**src/rtl/load_store_unit.sv**
```systemverilog
// Byte/half/word load-store sequencer to data_memory (read-modify-write for SB/SH, sign/zero-extended loads).
// Latency: error 1, load 2, SW 2, SB/SH 3 cycles to resp_valid; one request in flight, response held until resp_ready.
module load_store_unit #(
    parameter int DEPTH_WORDS = 64
) (
    input  logic        clk,
    input  logic        reset_n,
    input  logic        req_valid,
    output logic        req_ready,
    input  logic        req_store,
    input  logic [2:0]  req_funct3,
    input  logic [31:0] req_addr,
    input  logic [31:0] req_wdata,
    output logic        resp_valid,
    input  logic        resp_ready,
    output logic [31:0] resp_rdata,
    output logic        resp_err,
    output logic        mem_read,
    output logic        mem_write,
    output logic [31:0] mem_addr,
    output logic [31:0] mem_wdata,
    input  logic [31:0] mem_rdata
);

    typedef enum logic [1:0] {S_IDLE, S_READ, S_WRITE, S_RESP} state_t;

    localparam logic [32:0] ADDR_LIMIT = 33'(4 * DEPTH_WORDS);

    state_t      r_state;
    state_t      w_next;
    logic        r_store;
    logic [2:0]  r_funct3;
    logic [31:0] r_addr;
    logic [31:0] r_wdata;
    logic [31:0] r_word;
    logic        r_err;

    logic        w_legal_f3;
    logic        w_misalign;
    logic        w_range;
    logic        w_req_err;
    logic [31:0] w_merged;
    logic [31:0] w_load;
    logic [7:0]  w_byte;
    logic [15:0] w_half;

    // Request classification, evaluated on the live request inputs in IDLE
    always_comb begin
        w_legal_f3 = req_store ? (req_funct3 inside {3'b000, 3'b001, 3'b010})
                               : (req_funct3 inside {3'b000, 3'b001, 3'b010, 3'b100, 3'b101});
        w_misalign = ((req_funct3[1:0] == 2'b01) && req_addr[0]) ||
                     ((req_funct3 == 3'b010) && (req_addr[1:0] != 2'b00));
        w_range    = ({1'b0, req_addr} >= ADDR_LIMIT);
        w_req_err  = !w_legal_f3 || w_misalign || w_range;
    end

    always_ff @(posedge clk or negedge reset_n) begin
        if (!reset_n) begin
            r_state <= S_IDLE;
        end else begin
            r_state <= w_next;
        end
    end

    always_comb begin
        w_next = r_state;
        case (r_state)
            S_IDLE: begin
                if (req_valid) begin
                    if (w_req_err)                 w_next = S_RESP;
                    else if (!req_store)           w_next = S_READ;
                    else if (req_funct3 == 3'b010) w_next = S_WRITE;
                    else                           w_next = S_READ;
                end
            end
            S_READ:  w_next = r_store ? S_WRITE : S_RESP;
            S_WRITE: w_next = S_RESP;
            S_RESP:  w_next = resp_ready ? S_IDLE : S_RESP;
            default: w_next = S_IDLE;
        endcase
    end

    always_ff @(posedge clk or negedge reset_n) begin
        if (!reset_n) begin
            r_store  <= 1'b0;
            r_funct3 <= 3'b000;
            r_addr   <= 32'h0;
            r_wdata  <= 32'h0;
            r_word   <= 32'h0;
            r_err    <= 1'b0;
        end else begin
            if (r_state == S_IDLE && req_valid) begin
                r_store  <= req_store;
                r_funct3 <= req_funct3;
                r_addr   <= req_addr;
                r_wdata  <= req_wdata;
                r_err    <= w_req_err;
            end
            if (r_state == S_READ) begin
                r_word <= mem_rdata;
            end
        end
    end

    // Sub-word stores overlay the new lane onto the word captured in READ
    always_comb begin
        w_merged = r_word;
        case (r_funct3[1:0])
            2'b00:   w_merged[{r_addr[1:0], 3'b000} +: 8] = r_wdata[7:0];
            2'b01:   w_merged[{r_addr[1], 4'b0000} +: 16] = r_wdata[15:0];
            default: w_merged = r_wdata;
        endcase
    end

    always_comb begin
        w_byte = r_word[{r_addr[1:0], 3'b000} +: 8];
        w_half = r_word[{r_addr[1], 4'b0000} +: 16];
        case (r_funct3)
            3'b000:  w_load = {{24{w_byte[7]}}, w_byte};
            3'b001:  w_load = {{16{w_half[15]}}, w_half};
            3'b100:  w_load = {24'h0, w_byte};
            3'b101:  w_load = {16'h0, w_half};
            default: w_load = r_word;
        endcase
    end

    always_comb begin
        req_ready  = (r_state == S_IDLE);
        resp_valid = (r_state == S_RESP);
        resp_err   = (r_state == S_RESP) && r_err;
        resp_rdata = ((r_state == S_RESP) && !r_err && !r_store) ? w_load : 32'h0;
        mem_read   = (r_state == S_READ);
        mem_write  = (r_state == S_WRITE);
        mem_wdata  = (r_state == S_WRITE) ? w_merged : 32'h0;
        mem_addr   = {2'b00, r_addr[31:2]};
    end

endmodule

```
**config.mk**
```make
export PLATFORM = sky130hd
export DESIGN_NAME = load_store_unit
export DESIGN_NICKNAME = d
export VERILOG_FILES = /design/src/rtl/load_store_unit.sv
export SDC_FILE = /design/constraint.sdc
export NUM_CORES = 1
export LEC_CHECK = 0
export ABC_AREA = 1
export CORE_AREA = 3 3 137 139
export CTS_CLUSTER_DIAMETER = 200
export DETAILED_ROUTE_END_ITERATION = 8
export DIE_AREA = 0 0 140 142
export SLEW_MARGIN = 30
export SYNTH_ARGS = -nofsm -noshare
export SYNTH_HDL_FRONTEND = slang
export SYNTH_SLANG_ARGS = --single-unit
```
**constraint.sdc**
```tcl
create_clock -name clk -period 4 [get_ports clk]
set_input_delay 0.8 -clock clk [delete_from_list [all_inputs] [get_ports clk]]
set_output_delay 0.8 -clock clk [all_outputs]
set_load 0.005 [all_outputs]
```
==> reports/results.ini <==
[outcome]
outcome = completed

[place]
place.detailed.hpwl_mm = 17.2
post_placement_cell_count = 1232
place.port_buffers = 202
place_congestion = 0.994

[timing]
slew_at_the_pin_with_the_worst_max_slew_slack_ps = 707
final_hold_viol_count = 0
timing.setup.tns_ps = 0
finalSetupViolations = 0
finalClockSkew_ps = 7.92
fin_crit_ps = 3750
report.final.slew_viol_count = 0
slew_headroom_pct = 52.9
achievable-frequency_mhz = 266
final_min_period_over_clock_period_pct = 93.8
unrepaired_setup_endpoints_after_global_routing = no

[min_path]
worstHoldPathType = in2async

[synth]
synthesis.area_um2 = 6170
yosys.area.top_type_share_pct = 41.8
number_of_distinct_library_cells_after_synthesis = 30
post_synth.cell_area_avg_um2 = 7.13
synth_area_leader_cell = sky130_fd_sc_hd__dfrtp_1
yosysWarningCount = 0
netlist_top_cells_area = sky130_fd_sc_hd__dfrtp_1 (42%), sky130_fd_sc_hd__nand2_1 (16%), sky130_fd_sc_hd__o21ai_0 (8.0%), sky130_fd_sc_hd__nor2_1 (5.5%), sky130_fd_sc_hd__inv_1 (4.4%)
synth_sequential_area_ratio_pct = 41.8
syn_inst = 865
flops_latches_synth = 103

[cells_and_area]
nNetsFinal = 1123
antenna_cells_inserted = 0
area_growth_pct = 36.8
drive_gt1_share_pct = 4.12
area_taken_by_multi_input_logic_gates_um2 = 2860
post_layout_nonfiller_instances = 1248
area.sequential_um2 = 2580
fill_cells = 1807

[worst_setup_path]
worstPathRequired_ps = 3200
ff2ff_setup_slack_ps = 2250
critical_path_arrival_ps = 2950
worstPathMaxFanout = 10
r2r_cells = 6
worstReg2RegStart = r_state[1]
timing.setup.critical_path_class = reg2out
worstSetupStartpointType = flip-flop
critical_path.endpoint_type = output pin
critical_path.reg2reg.endpoint = r_word[1]

[drt]
post-route-drc-count = 0
drt-pass1-iter-count = 5
avgViaCountPerCell = 5.06
number_of_violations_reported_at_the_end_of_detailed_routing_iteration_0 = 536
detail-route-antenna-nets = 0
routed_wire_length_per_instance_um = 18.3
wl_mm = 22.8
via_total_after_detailed_routing = 6311

[global_routing]
grt.total_usage_pct = 22.8
grt_pass1_vias = 6200
globalRouteOverflowTotal = 0
initial_antenna_violation_count = 0
grt_max_degree = 73
grt_first_pass_wirelength_mm = 35.5

[clock_tree]
cts-hold-fix-buffers = 0
post_cts_setup_buffers = 0
tritoncts.num_buffers = 9
clkLatencyLatePin_ps = 360
cts.sink_count = 103
cts_htree_levels = 3
tritoncts = built
clock-root-buffer = sky130_fd_sc_hd__clkbuf_16
cts_max_path_buffers = 2
clkTransAtPathRegs_ps = 80

[floorplan]
dieArea_um2 = 19900
die_x_um = 140
row_count = 49
fp.dieH_um = 142
design.portCount = 205
core_area_um2 = 17800
effective_utilization_at_floorplan_pct = 34.7

[pwr]
ir_worst_vdd_mv = 0.311
powerDensity_nw_per_um2 = 793
power.static_leakage_nw = 3.84

[job]
cap_violations = 0

-- flip-flops by register name (all words and copies together), names as in the netlist --
name / cells
r_wdata: 32
r_state: 2
r_funct3: 3
r_word: 32
r_addr: 32
r_err: 1
r_store: 1
-- cells in the mapped netlist --
library cell and instances:
sky130_fd_sc_hd__o211ai_1 23, sky130_fd_sc_hd__nor2_1 90, sky130_fd_sc_hd__nor3_2 1, sky130_fd_sc_hd__ha_1 5
sky130_fd_sc_hd__buf_1 1, sky130_fd_sc_hd__o21ai_1 5, sky130_fd_sc_hd__a31oi_1 4, sky130_fd_sc_hd__o221ai_1 12
sky130_fd_sc_hd__nand3_1 18, sky130_fd_sc_hd__a21oi_2 1, sky130_fd_sc_hd__a221oi_1 5, sky130_fd_sc_hd__nand3_2 1
sky130_fd_sc_hd__dfrtp_1 103, sky130_fd_sc_hd__nand2_1 266, sky130_fd_sc_hd__o21ai_0 99, sky130_fd_sc_hd__inv_1 72
sky130_fd_sc_hd__buf_6 2, sky130_fd_sc_hd__clkbuf_1 20, sky130_fd_sc_hd__buf_2 23, sky130_fd_sc_hd__a211oi_1 6
sky130_fd_sc_hd__nand2_2 1, sky130_fd_sc_hd__nor3_1 4, sky130_fd_sc_hd__a22oi_1 2, sky130_fd_sc_hd__inv_2 3
sky130_fd_sc_hd__buf_4 33, sky130_fd_sc_hd__o211a_1 8, sky130_fd_sc_hd__conb_1 1, sky130_fd_sc_hd__o22ai_1 5
sky130_fd_sc_hd__nand4_1 2, sky130_fd_sc_hd__a21oi_1 49
-- report_power, final --
part	switching, W	total [W]	leakage (nW)	internal (W)
Clock	0.000432	0.000940	0.151	0.000508
Combinational	0.00214	0.00371	2.42	0.00157
Sequential	0.000474	0.00204	1.27	0.00156
-- how the worst max path moves through the flow --
| stage | startpoint | to | slack [ps] | cells after the start |
|---|---|---|---|---|
| global route | r_addr[0] | mem_wdata[3] | 80 | 7 |
| CTS | r_addr[0] | mem_wdata[22] | 290 | 9 |
| finish | r_addr[0] | mem_wdata[7] | 250 | 7 |
| detailed placement | r_addr[0] | mem_wdata[22] | 680 | 9 |
| global placement | r_addr[0] | mem_wdata[23] | 700 | 9 |
| floorplan | r_addr[1] | mem_wdata[22] | 1150 | 10 |
-- worst max-delay path: stages (launching register included) --
cell,delay [ps]
sky130_fd_sc_hd__dfrtp_1,380
sky130_fd_sc_hd__inv_1,210
sky130_fd_sc_hd__ha_1,360
sky130_fd_sc_hd__inv_1,270
sky130_fd_sc_hd__nand4_1,390
sky130_fd_sc_hd__o221ai_1,300
sky130_fd_sc_hd__o211a_1,200
sky130_fd_sc_hd__clkdlybuf4s50_1,500
-- metal layers --
layer,vias to the layer above,track usage (%),wire length [um]
li1,3108,-,-
met1,2900,29.7,9750
met2,259,36.2,10300
met3,44,5.61,1810
met4,0,9.99,940
met5,-,0,0
-- per-stage QoR --
step,total power (W),instance area (um^2),utilization [%],setup WS (ps),hold slack [ps]
floorplan,0.00412,6170,-,1150,449
global placement,0.00571,8120,45.7,699,462
detailed placement,0.00572,8120,45.7,681,464
CTS,0.00668,8430,47.4,291,484
global route,0.00723,8440,47.4,79.2,495
finish,0.00669,8440,47.4,247,444
-- area by class of cell --
cell class                 instances  share of cell area, %
clock buffer                      10                   2.83
tap                              229                   3.40
timing repair buffer             216                   25.2
inverter                          75                   3.34
multi-input combinational        609                   33.8
sequential                       103                   30.6
clock inverter                     6                  0.801
-- cell usage in the layout, fill, tap and decap left out, types with 6 or more instances in the layout --
| master | n |
|---|---|
| sky130_fd_sc_hd__nand2_1 | 265 |
| sky130_fd_sc_hd__clkdlybuf4s50_1 | 201 |
| sky130_fd_sc_hd__dfrtp_1 | 103 |
| sky130_fd_sc_hd__o21ai_0 | 99 |
| sky130_fd_sc_hd__nor2_1 | 88 |
| sky130_fd_sc_hd__inv_1 | 71 |
| sky130_fd_sc_hd__a21oi_1 | 49 |
| sky130_fd_sc_hd__o211ai_1 | 23 |
| sky130_fd_sc_hd__nand3_1 | 18 |
| sky130_fd_sc_hd__buf_4 | 14 |
| sky130_fd_sc_hd__o221ai_1 | 12 |
| sky130_fd_sc_hd__clkbuf_16 | 9 |
| sky130_fd_sc_hd__o211a_1 | 8 |
| sky130_fd_sc_hd__a211oi_1 | 6 |
-- timing repair --
action | CTS | global route
setup endpoints to repair | 0 | 2
endpoints found under the hold margin | 0 | 0
gates resized for setup | 0 | 1
-- logic make-up after synthesis --
kind of cell	after synthesis	synth area share, %
AO/OA/AOI/OAI	219	21.0
adder cells (fa/ha/maj)	5	1.01
buffers and inverters	154	12.1
flip-flops	103	41.8
other	1	0.0608
AND/OR/NAND/NOR	383	24.1
Power figures use the tool's default switching activity.
